==> src/rtl/fifo_read_drain_if.sv <==
// FIFO read port and downstream valid/ready stream as seen by the drain controller.
interface fifo_read_drain_if #(
  parameter int WIDTH = 16
);
  logic             rd_en;
  logic             empty;
  logic             underflow;
  logic [WIDTH-1:0] data_out;
  logic [WIDTH-1:0] m_data;
  logic             m_valid;
  logic             m_ready;

  modport master (
    output rd_en, m_data, m_valid,
    input  empty, underflow, data_out, m_ready
  );

  modport slave (
    input  rd_en, m_data, m_valid,
    output empty, underflow, data_out, m_ready
  );
endinterface

==> src/rtl/fifo_read_drain.sv <==
// Read-side drain for the sync FIFO: issues rd_en against empty, captures the
// one-cycle-late read data in a small ring buffer and presents it as valid/ready.
//
// state | meaning
// IDLE  | drain disabled, nothing in flight or buffered
// RUN   | drain enabled, FIFO reads permitted
// STOP  | drain disabled, finishing the in-flight word and buffered words
module fifo_read_drain #(
  parameter int FIFO_WIDTH = 16,
  parameter int BUF_DEPTH  = 3
) (
  input  logic              clk,
  input  logic              rst_n,
  input  logic              drain_en,
  fifo_read_drain_if.master bus,
  output logic              busy,
  output logic [15:0]       word_count,
  output logic              err_underflow
);
  localparam int PTR_W = (BUF_DEPTH > 1) ? $clog2(BUF_DEPTH) : 1;
  localparam int OCC_W = $clog2(BUF_DEPTH + 1) + 1;

  typedef enum logic [1:0] {IDLE, RUN, STOP} state_t;

  state_t                state;
  state_t                state_next;
  logic [FIFO_WIDTH-1:0] mem [BUF_DEPTH];
  logic [PTR_W-1:0]      head;
  logic [PTR_W-1:0]      tail;
  logic [OCC_W-1:0]      occ;
  logic                  inflight;
  logic                  room;
  logic                  pop;

  function automatic logic [PTR_W-1:0] ptr_inc(input logic [PTR_W-1:0] p);
    return (p == PTR_W'(BUF_DEPTH - 1)) ? '0 : p + 1'b1;
  endfunction

  // Room counts the in-flight word so a full buffer never loses a capture;
  // only registered state and FIFO flags feed rd_en, never m_ready.
  assign room        = (occ + OCC_W'(inflight)) < OCC_W'(BUF_DEPTH);
  assign bus.rd_en   = rst_n && drain_en && !bus.empty && room;
  assign bus.m_valid = (occ != '0);
  assign bus.m_data  = mem[head];
  assign pop         = bus.m_valid && bus.m_ready;
  assign busy        = bus.m_valid || inflight;

  always_ff @(posedge clk or negedge rst_n) begin
    if (!rst_n) begin
      for (int i = 0; i < BUF_DEPTH; i++) mem[i] <= '0;
      head          <= '0;
      tail          <= '0;
      occ           <= '0;
      inflight      <= 1'b0;
      word_count    <= '0;
      err_underflow <= 1'b0;
    end else begin
      inflight <= bus.rd_en;
      if (inflight) begin
        mem[tail] <= bus.data_out;
        tail      <= ptr_inc(tail);
      end
      if (pop) begin
        head       <= ptr_inc(head);
        word_count <= word_count + 16'd1;
      end
      occ <= occ + OCC_W'(inflight) - OCC_W'(pop);
      if (bus.underflow) err_underflow <= 1'b1;
    end
  end

  always_ff @(posedge clk or negedge rst_n) begin
    if (!rst_n) state <= IDLE;
    else        state <= state_next;
  end

  always_comb begin
    state_next = state;
    unique case (state)
      IDLE:    if (drain_en) state_next = RUN;
      RUN:     if (!drain_en) state_next = STOP;
      STOP: begin
        if (drain_en)  state_next = RUN;
        else if (!busy) state_next = IDLE;
      end
      default: state_next = IDLE;
    endcase
  end
endmodule

==> src/flat_wrapper.sv <==
// flat-port wrapper written by rule: the top's interface ports become plain ports
module fifo_read_drain_flat 
#(
  parameter int FIFO_WIDTH = 16,
  parameter int BUF_DEPTH  = 3
)
  (clk, rst_n, drain_en, busy, word_count, err_underflow, bus_rd_en, bus_m_data, bus_m_valid, bus_empty, bus_underflow, bus_data_out, bus_m_ready);
  fifo_read_drain_if #(.WIDTH((16))) bus_i ();
  input  logic clk;
  input  logic rst_n;
  input  logic drain_en;
  output logic busy;
  output logic [15:0] word_count;
  output logic err_underflow;
  output wire logic [$bits(bus_i.rd_en)-1:0] bus_rd_en;
  output wire logic [$bits(bus_i.m_data)-1:0] bus_m_data;
  output wire logic [$bits(bus_i.m_valid)-1:0] bus_m_valid;
  input wire logic [$bits(bus_i.empty)-1:0] bus_empty;
  input wire logic [$bits(bus_i.underflow)-1:0] bus_underflow;
  input wire logic [$bits(bus_i.data_out)-1:0] bus_data_out;
  input wire logic [$bits(bus_i.m_ready)-1:0] bus_m_ready;
  assign bus_rd_en = bus_i.rd_en;
  assign bus_m_data = bus_i.m_data;
  assign bus_m_valid = bus_i.m_valid;
  assign bus_i.empty = bus_empty;
  assign bus_i.underflow = bus_underflow;
  assign bus_i.data_out = bus_data_out;
  assign bus_i.m_ready = bus_m_ready;
  fifo_read_drain #(.FIFO_WIDTH(FIFO_WIDTH), .BUF_DEPTH(BUF_DEPTH)) u_core (.clk(clk), .rst_n(rst_n), .drain_en(drain_en), .bus(bus_i), .busy(busy), .word_count(word_count), .err_underflow(err_underflow));
endmodule
==> config.mk <==
export PLATFORM = sky130hd
export DESIGN_NAME = fifo_read_drain_flat
export DESIGN_NICKNAME = d
export VERILOG_FILES = /design/src/rtl/fifo_read_drain_if.sv /design/src/rtl/fifo_read_drain.sv /design/src/flat_wrapper.sv
export SDC_FILE = /design/constraint.sdc
export NUM_CORES = 1
export LEC_CHECK = 0
export BUFFER_PORTS_ARGS = -buffer_cell sky130_fd_sc_hd__buf_4
export CELL_PAD_IN_SITES_DETAIL_PLACEMENT = 0
export CELL_PAD_IN_SITES_GLOBAL_PLACEMENT = 2
export CORE_UTILIZATION = 30
export DETAILED_ROUTE_END_ITERATION = 12
export GPL_ROUTABILITY_DRIVEN = 0
export MAX_ROUTING_LAYER = met4
export PLACE_DENSITY_LB_ADDON = 0.1
export SLEW_MARGIN = 10
export SYNTH_ARGS = -nofsm -noshare
export SYNTH_HDL_FRONTEND = slang
export SYNTH_SLANG_ARGS = --single-unit
==> constraint.sdc <==
create_clock -name clk -period 4.9 [get_ports clk]
set_input_delay 1.47 -clock clk [delete_from_list [all_inputs] [get_ports clk]]
set_output_delay 1.47 -clock clk [all_outputs]
set_load 0.005 [all_outputs]
==> impl_results.rst <==
.. list-table::
   :header-rows: 1

   * - Metric
     - Value
   * - Status
     - completed
   * - Leakage power
     - 1.86 nW
   * - Inserted Clock Buffers
     - 9
   * - # DRC
     - 0
   * - Fraction of the mapped netlist area in simple logic gates
     - 0.0822
   * - Total number of vias
     - 2,054
   * - Setup TNS after final layout
     - 0 ps
   * - Most instantiated library cell after synthesis
     - sky130_fd_sc_hd__dfrtp_1
   * - Required @ worst endpoint
     - 3430 ps
   * - Count of buffering cells on the critical path with inverters included
     - 1
   * - Per-instance average area after synthesis
     - 12.9 um2
   * - Post-route antenna net violation count
     - 0
   * - Internal power contribution
     - 0.00152 W
   * - Setup repair after global routing missed its margin
     - no
   * - Post-Route WL
     - 6800 um
   * - Largest net degree at the start of global routing
     - 73
   * - Top routing layer in use
     - met4
   * - Crit path time final
     - 3740 ps
   * - Wl on met1
     - 3180 um
   * - HPWL after DPL
     - 4400 um
   * - Via count of the first global-routing pass
     - 2,095
   * - Post-Synthesis Cell Area
     - 3270 um2
   * - Post-Synthesis Net Count
     - 280
   * - Average wire length per cell after detail routing
     - 14.9 um
   * - Top Ports
     - 58
   * - Detailed-route vias per instance
     - 4.51
   * - Clock network fraction of design power
     - 0.176
   * - Fmax
     - 267 MHz
   * - Transition time of the tightest slew-check pin
     - 1020 ps
   * - Post-Syn Instances
     - 253
   * - Die outline height
     - 106 um
   * - Critical Path Max Stage Delay
     - 770 ps
   * - DRC violation total after the first TritonRoute iteration
     - 44
   * - Post-layout instance count excluding filler cells
     - 455
   * - Power per unit of standard cell area
     - 563 nW/um2
   * - Post-Synth Adder-Cell Area
     - 0.0191
   * - Synthesis-stage register bit count
     - 73
   * - Max stage delay cell, worst path
     - sky130_fd_sc_hd__nor2b_2
   * - Total of warnings raised by yosys
     - 0
   * - Sequential group share of total power
     - 0.457
   * - Detailed route wirelength on metal3
     - 290 um
   * - Fillers
     - 1,072
   * - Final clock skew
     - 7.50 ps
   * - Clk Latency, worst-skew pair
     - 340 ps
   * - Final Net Count
     - 341
   * - Horizontal extent of the die
     - 106 um
   * - Worst slack, placed
     - 1410 ps
   * - Switching fraction of total power
     - 0.323
   * - Area fraction in compound gates after synthesis
     - 0.0398
   * - Commonest cells post-synth
     - 73 x sky130_fd_sc_hd__dfrtp_1, 38 x sky130_fd_sc_hd__mux2_2, 29 x sky130_fd_sc_hd__nand2_1, 17 x sky130_fd_sc_hd__o21ai_0, 16 x sky130_fd_sc_hd__mux2i_1
   * - Slew Limit Fails
     - 0
   * - PortBufs
     - 57
   * - Share of Yosys cell area claimed by the top area cell type
     - 0.558
   * - CP Cell Sequence
     - nor2b_2 -> nand2_1 -> o21ai_0 -> buf_4
   * - Total number of placement rows
     - 37
   * - Wire length of the first global-routing pass
     - 11,000 um
   * - Final setup margin
     - 1160 ps
   * - Starting density of the core
     - 0.313
   * - Number of buffers inserted to repair setup after CTS
     - 0
   * - Maximum net fanout on the critical path
     - 19
   * - Library cells used by synthesis
     - 31
   * - H-Tree Level Count
     - 3
   * - Fraction of synthesized cell area in xor and xnor cells
     - 0.0455
   * - Crit path DAT
     - 2270 ps
   * - Router iterations before antenna repair
     - 4
   * - Area leader, netlist
     - sky130_fd_sc_hd__dfrtp_1
   * - Post-synthesis to final-layout area growth
     - 21.8%
   * - Standard cell core area
     - 10,500 um2
   * - Top post-synthesis cells by area
     - sky130_fd_sc_hd__dfrtp_1 56%, sky130_fd_sc_hd__mux2_2 13%, sky130_fd_sc_hd__mux2i_1 4.9%
   * - Worst ir drop on vdd
     - 172 uV
   * - Number of synthesized flops with an enable pin
     - 0
   * - Final clock period utilization by the worst path
     - 0.763
   * - Crit path max-delay family
     - simple AND/OR/NAND/NOR gates
   * - Setup Crit Path Kind
     - flip-flop to primary output
   * - Number of maximum-capacitance constraint violations
     - 0
   * - Post-route cell area
     - 3980 um2
   * - Combinational power share
     - 0.367
   * - Power spent charging and discharging nets
     - 0.000725 W
   * - Multiplexer share of the synthesized area
     - 0.226
   * - Routed length on met2
     - 3210 um
   * - Global Route Usage Sum
     - 0.132
   * - DP Cell Count
     - 439
   * - Diodes inserted
     - 0
   * - Clock sink total
     - 73
   * - Setup-violating endpoint count in the final report
     - 0
   * - Dominant combinational cell family by area after synthesis
     - multiplexers
   * - Crit path launch type
     - flip-flop
   * - Total power after layout
     - 0.00224 W
   * - Kind of end point of the critical path
     - primary output
   * - Seq/Total Area, Yosys
     - 0.558
   * - Ys async rst share
     - 1.00
   * - Area of the die
     - 11,300 um2
   * - Post-CTS resize count
     - 0
   * - Cell area reported after detailed placement
     - 3830 um2
   * - Clock-pin slew on the worst setup and hold paths
     - 70 ps
   * - Deepest clock path buffer count
     - 2
   * - Max-slew headroom at the worst pin
     - 0.320
   * - CTS tree
     - done
   * - GRT Residual Overflow
     - 0
   * - Number of buffers added to fix hold violations after cts
     - 0
   * - Primary FF master, synth
     - sky130_fd_sc_hd__dfrtp_1
   * - Share of post-route cells with drive strength above 1
     - 0.404
   * - Type of the most critical hold path
     - flip-flop to flip-flop
   * - Hold Vio Cnt, Final
     - 0
   * - Clock tree root buffer cell
     - sky130_fd_sc_hd__clkbuf_8
   * - Number of antenna violations at the first check in global routing
     - 0
==> layout make-up <==
| cell class | instances | area, um2 | share of cell area |
|---|---|---|---|
| multi-input cells | 162 | 1350 | 0.339 |
| clock buffers | 12 | 135 | 0.0339 |
| flip-flops and latches | 73 | 1830 | 0.459 |
| repair buffers | 60 | 450 | 0.113 |
| inverters | 8 | 30.0 | 0.00754 |
| well taps | 136 | 170 | 0.0427 |
| clock inverters | 4 | 20.0 | 0.00503 |
==> placed cells by master (no fill, tap or decap), drive strengths merged, types with 3 or more instances in the layout <==
cell type / instances
ha: 5
o21ai: 17
xor2: 5
nand3: 7
inv: 8
clkbuf: 12
mux2: 48
clkinv: 4
mux2i: 16
buf: 60
xnor2: 12
dfrtp: 73
nor3: 5
nor2: 3
nand2: 29
==> per-stage QoR <==
step	utilization	hold slack, ps
3_3_place_gp	0.366	457
6_report	0.381	481
2_1_floorplan	-	465
3_5_place_dp	0.366	454
4_1_cts	0.381	482
5_1_grt	0.381	503
==> sequential cells by signal, summed over array words and instances, names as in the netlist <==
signal / count
u_core.mem: 48
u_core.word_count: 16
u_core.occ: 3
u_core.head: 2
u_core.tail: 2
u_core.err_underflow: 1
u_core.inflight: 1
==> logic make-up (layout without fill, tap and decap cells) <==
kind of cell / count (synthesis) / count (layout)
buffers and inverters: 18 / 84
AOI/OAI and AO/OA: 21 / 21
muxes: 64 / 64
adders and majority gates: 5 / 5
and+or+nand+nor: 55 / 55
DFF: 73 / 73
xor gates and xnor gates: 17 / 17
==> routing by layer <==
layer | GRT usage | vias up
li1 | - | 998
met5 | - | -
met1 | 0.162 | 1004
met3 | 0.0368 | 12
met4 | 0.0528 | 0
met2 | 0.205 | 40
==> final timing paths <==
check,startpoint,end,slack [ps],cells after the start
worst max-delay path,u_core.head[0],bus_m_data[13],1160,4
worst min-delay path,u_core.err_underflow,u_core.err_underflow,480,1
worst max register to register,u_core.inflight,u_core.mem[3],3050,3
worst min register to register,u_core.err_underflow,u_core.err_underflow,480,1
max in group asynchronous,rst_n,u_core.mem[6],2900,2
min in group asynchronous,rst_n,u_core.mem[2],910,1
==> power groups by stage <==
stage	clock (W)	sequential (W)	combinational (W)
2_1_floorplan	0	0.000980	0.000525
3_3_place_gp	0	0.00104	0.000834
3_5_place_dp	0	0.00104	0.000844
4_1_cts	0.000418	0.00103	0.000845
5_1_grt	0.000438	0.00107	0.000912
6_report	0.000394	0.00103	0.000823
Note: power is estimated with default switching activity, not from simulation.
